==> src/rtl/lector_destinos.sv <==
// Read-side consumer for the D0/D1 destination FIFOs: round-robin pops, one
// tagged valid/ready output stream, per-destination delivery counters and sticky read errors.
module lector_destinos #(
    parameter int BW = 6,
    parameter int CW = 8
) (
    input  logic          clk,
    input  logic          reset_L,
    input  logic          init,
    input  logic          D0_empty,
    input  logic          D1_empty,
    input  logic          D0_error_output,
    input  logic          D1_error_output,
    input  logic [BW-1:0] D0_data_out,
    input  logic [BW-1:0] D1_data_out,
    output logic          D0_rd,
    output logic          D1_rd,
    output logic          out_valid,
    input  logic          out_ready,
    output logic [BW-1:0] out_data,
    output logic          out_dest,
    output logic [CW-1:0] cnt_D0,
    output logic [CW-1:0] cnt_D1,
    output logic [1:0]    err_rd,
    output logic          idle_out,
    output logic [1:0]    state_dbg
);

    typedef enum logic [1:0] {
        IDLE = 2'd0,
        RD0  = 2'd1,
        RD1  = 2'd2
    } state_t;

    localparam logic [CW-1:0] CNT_ONE = {{(CW-1){1'b0}}, 1'b1};

    state_t state;
    logic   last_grant;
    logic   slot_free;
    logic   elig0;
    logic   elig1;
    logic   grant0;
    logic   grant1;
    logic   issue;

    // Output stream: a word is transferred on every rising edge where
    // out_valid && out_ready; while out_ready is low out_data/out_dest hold.
    assign slot_free = !out_valid || out_ready;
    assign elig0     = !D0_empty && !err_rd[0] && !D0_error_output;
    assign elig1     = !D1_empty && !err_rd[1] && !D1_error_output;
    // last_grant = 1 means D1 was served last, so D0 wins a tie.
    assign grant1    = elig1 && (!elig0 || !last_grant);
    assign grant0    = elig0 && !grant1;
    // A pop is only issued when the output slot frees up on the same edge,
    // so the word coming back next cycle always has somewhere to land.
    assign issue     = reset_L && !init && (state == IDLE) && slot_free;
    assign D0_rd     = issue && grant0;
    assign D1_rd     = issue && grant1;

    assign idle_out  = (state == IDLE) && !out_valid && D0_empty && D1_empty;
    assign state_dbg = state;

    always_ff @(posedge clk or negedge reset_L) begin
        if (!reset_L) begin
            state      <= IDLE;
            out_valid  <= 1'b0;
            out_data   <= '0;
            out_dest   <= 1'b0;
            cnt_D0     <= '0;
            cnt_D1     <= '0;
            err_rd     <= 2'b00;
            last_grant <= 1'b1;
        end else if (init) begin
            state      <= IDLE;
            out_valid  <= 1'b0;
            cnt_D0     <= '0;
            cnt_D1     <= '0;
            err_rd     <= 2'b00;
            last_grant <= 1'b1;
        end else begin
            err_rd <= err_rd | {D1_error_output, D0_error_output};

            if (out_valid && out_ready) begin
                out_valid <= 1'b0;
                if (out_dest) begin
                    cnt_D1 <= cnt_D1 + CNT_ONE;
                end else begin
                    cnt_D0 <= cnt_D0 + CNT_ONE;
                end
            end

            // A capture below overrides the clear above on a shared edge.
            case (state)
                IDLE: begin
                    if (D0_rd) begin
                        state      <= RD0;
                        last_grant <= 1'b0;
                    end else if (D1_rd) begin
                        state      <= RD1;
                        last_grant <= 1'b1;
                    end
                end
                RD0: begin
                    out_data  <= D0_data_out;
                    out_dest  <= 1'b0;
                    out_valid <= 1'b1;
                    state     <= IDLE;
                end
                RD1: begin
                    out_data  <= D1_data_out;
                    out_dest  <= 1'b1;
                    out_valid <= 1'b1;
                    state     <= IDLE;
                end
                default: state <= IDLE;
            endcase
        end
    end

endmodule
==> config.mk <==
export PLATFORM = sky130hd
export DESIGN_NAME = lector_destinos
export DESIGN_NICKNAME = d
export VERILOG_FILES = /design/src/rtl/lector_destinos.sv
export SDC_FILE = /design/constraint.sdc
export NUM_CORES = 1
export LEC_CHECK = 0
export ABC_AREA = 1
export CAP_MARGIN = 20
export CORE_MARGIN = 2
export CORE_UTILIZATION = 49
export DETAILED_ROUTE_END_ITERATION = 10
export PLACE_DENSITY = 0.95
export RECOVER_POWER = 50
export SKIP_LAST_GASP = 1
export SLEW_MARGIN = 30
export SYNTH_ARGS = -nofsm -noshare
export SYNTH_HDL_FRONTEND = slang
export SYNTH_SLANG_ARGS = --single-unit
==> constraint.sdc <==
create_clock -name clk -period 2.45 [get_ports clk]
set_input_delay 0.49 -clock clk [delete_from_list [all_inputs] [get_ports clk]]
set_output_delay 0.49 -clock clk [all_outputs]
set_load 0.02 [all_outputs]
==> metrics, run 1 <==
status complete, but fails checks; failing checks max-capacitance violations, max-slew violations; RSZ-0062 raised after global routing no; critical path cell sequence dlygate4sd3_1, inv_2, nand3_2, nor2_4, nand2_1, nor2_1, clkdlybuf4s15_1; first-pass GRT wire length 6550 um; Power, Total 1.16 mW; CP Max Fanout 3; slew of the pin with the lowest slew margin 1.52 ns; Final WS setup 0.0771 ns; DRT Pass-1 Iters 5; f_max 421 MHz; critical path class input port to primary output; worst hold start out_data[3]; flip-flop and latch count after synthesis 29; Num Clock Sinks 29; final net count 286; CP Capture Type primary output; maxcap violations 1; cell count of the worst hold path 2; setup TNS 0 ns; DR DRC count 0; hold_ws 0.498 ns; CTS H-tree lvls 2; Post-CTS Hold Fix Bufs 0; Placement Setup Slack -0.0755 ns; via/cell ratio 5.17; share of cells above drive strength 1 6.46%; final core utilization 72.2%; Final Critical Period 2.37 ns; Worst Hold Path EP out_data[3]; vias in the first global route 1539; die footprint 3630 sq um; Starting Density 51.3%; GP Congestion 0.785; TritonCTS Buffers 5; Yosys warning count 0; RR Startpoint state_dbg[0]; max incr delay on CP 0.57 ns; worst path arrival time 1.88 ns; routed via count 1586; Chip Width 60.3 um; root buffer cell clkbuf_4; Netlist Area Pre-Place 1550 sq um; postcts setup bufs 0; ANT nets after route 0; CP required 1.96 ns; period utilization 96.9%; dpl hpwl 2770 um; Worst-path clk slew 0.09 ns; DRT iter0 DRCs 65; global-route total usage across every layer 24.3%; Top-Level Pins 51; CP Launch Type input port; Rows 20; Leakage Power 1.09 nW; latest clock arrival within the worst-skew pair 0.33 ns; Final Hold Viols 0; Slew headroom -1.09%; Peak VDD IR 0.411 mV; Post-Syn Instances 201; PD cells 532 nW/um^2; hold crit path type flip-flop to flip-flop; P&R area growth vs syn 40.8%; I/O Buffers 50; Final Slew Violations 30; DIE HEIGHT 60.3 um; Synth cell types 25; Syn Area/Cell 7.73 sq um; worst path bufs/invs 3; Routed WL 3760 um; Cell Area, Placed 2140 sq um; initial antenna violation count 0; R2R Path End out_data[5]; Synthesized Nets 225; largest net degree at the start of global routing 30; routed len/inst 12.3 um; Floorplan Core Area 3030 sq um; Final Setup Violations 0; Clock Path Buffers 2; R2R Setup Slk 0.77 ns; non-filler cells, final 307; gr ovfl total 0; CTS tree yes; sequential fraction of the synthesis area 46.8%; slowest library cell on the worst path dlygate4sd3_1; ANT cells 0; Reg2Reg Depth 7; skew final 0.00609 ns; Top Family by Delay on Critical Path buffers and inverters; DP Cell Count 299; fin area 2190 sq um
## synthesized netlist by cell type (all sizes together)
master / count / area share (%)
inv: 35 / 8.5
a31oi: 1 / 0.40
dfstp: 1 / 1.7
nand4: 11 / 4.4
o21ai: 21 / 7.0
o21bai: 2 / 0.97
buf: 2 / 1.0
nand2: 46 / 11
nor3b: 1 / 0.48
xnor2: 1 / 0.56
nor2: 23 / 6.0
o21a: 1 / 0.48
xor2: 1 / 0.56
a21oi: 7 / 2.3
nand3: 13 / 4.8
dfrtp: 28 / 45
ha: 4 / 3.2
o31ai: 1 / 0.48
nor3: 2 / 0.64
## registers in the layout, indices dropped and copies added, names as in the netlist
register / count
out_valid: 1
out_data: 6
cnt_D0: 8
out_dest: 1
err_rd: 2
last_grant: 1
state_dbg: 2
cnt_D1: 8
## worst max-delay path by stage
stage	start	to	slack, ns	depth (start not counted)
global placement	D0_error_output	D0_rd	-0.06	5
global route	state_dbg[0]	D0_rd	0.009	7
floorplan	state_dbg[0]	D0_rd	0.62	6
detailed placement	D0_error_output	D0_rd	-0.08	7
CTS	state_dbg[0]	idle_out	0.04	5
finish	init	D0_rd	0.08	7
## worst register-to-register path: cells and delay by family, from the launching register on
kind	cells	cell delay, ns
flip-flops	1	0.40
adder cells (fa/ha/maj)	1	0.28
AND/OR/NAND/NOR	2	0.45
AO/OA/AOI/OAI	1	0.11
buffers and inverters	3	0.32
## final cells by class
class                           count  area, sq um
Fill cell                         227          842
Sequential cell                    29          727
Multi-Input combinational cell    135          678
Timing Repair Buffer               56          536
Inverter                           35          131
Clock buffer                        8         58.8
Tap cell                           44         55.1
## report_power, final
part | total [mW] | internal, mW | switching, mW
registers | 0.555 | 0.527 | 0.0284
clock network | 0.310 | 0.141 | 0.169
logic | 0.297 | 0.140 | 0.157
total | 1.16 | 0.808 | 0.354
## cells by family after synthesis
group                      synth area share (%)
DFF                                        46.8
AOI/OAI and AO/OA                          11.6
adders and majority gates                  3.22
xor gates and xnor gates                   1.13
buffers and inverters                      9.51
and+or+nand+nor                            27.7
## repair_timing
| action | 4_1_cts | 5_1_grt |
|---|---|---|
| gates resized for setup | 2 | 2 |
| setup endpoints to repair | 2 | 2 |
| endpoints found under the hold margin | 0 | 0 |
## layout by cell type (no fill, tap or decap), drive strengths merged
| master | instances |
|---|---|
| o31ai | 1 |
| clkbuf | 12 |
| nor3 | 2 |
| dlygate4sd3 | 3 |
| nand3 | 13 |
| inv | 35 |
| o21ai | 21 |
| clkdlybuf4s50 | 44 |
| a21oi | 7 |
| xnor2 | 1 |
| o21a | 1 |
| dfstp | 1 |
| ha | 4 |
| a31oi | 1 |
| clkdlybuf4s15 | 1 |
| nand2 | 46 |
| nor2 | 23 |
| nor3b | 1 |
| dfrtp | 28 |
| dlymetal6s2s | 1 |
| nand4 | 11 |
| buf | 2 |
| dlygate4sd2 | 1 |
| xor2 | 1 |
| o21bai | 2 |
## routing by layer
metal / share of wire, % / up-vias / global-route usage (%)
met2: 49 / 68 / 39.1
li1: - / 770 / -
met1: 41 / 739 / 29.6
met3: 7.8 / 9 / 8.66
met4: 1.7 / 0 / 9.52
met5: 0 / - / 0
Power figures use the tool's default switching activity.
==> run 2, diff against run 1 <==
--- a/config.mk
+++ b/config.mk
@@ -13,7 +13,7 @@
 export PLACE_DENSITY = 0.95
 export RECOVER_POWER = 50
 export SKIP_LAST_GASP = 1
-export SLEW_MARGIN = 30
+export SLEW_MARGIN = 20
 export SYNTH_ARGS = -nofsm -noshare
 export SYNTH_HDL_FRONTEND = slang
 export SYNTH_SLANG_ARGS = --single-unit
==> results of run 2 <==
No change in the layout: final DEF, timing and power equal those of run 1.
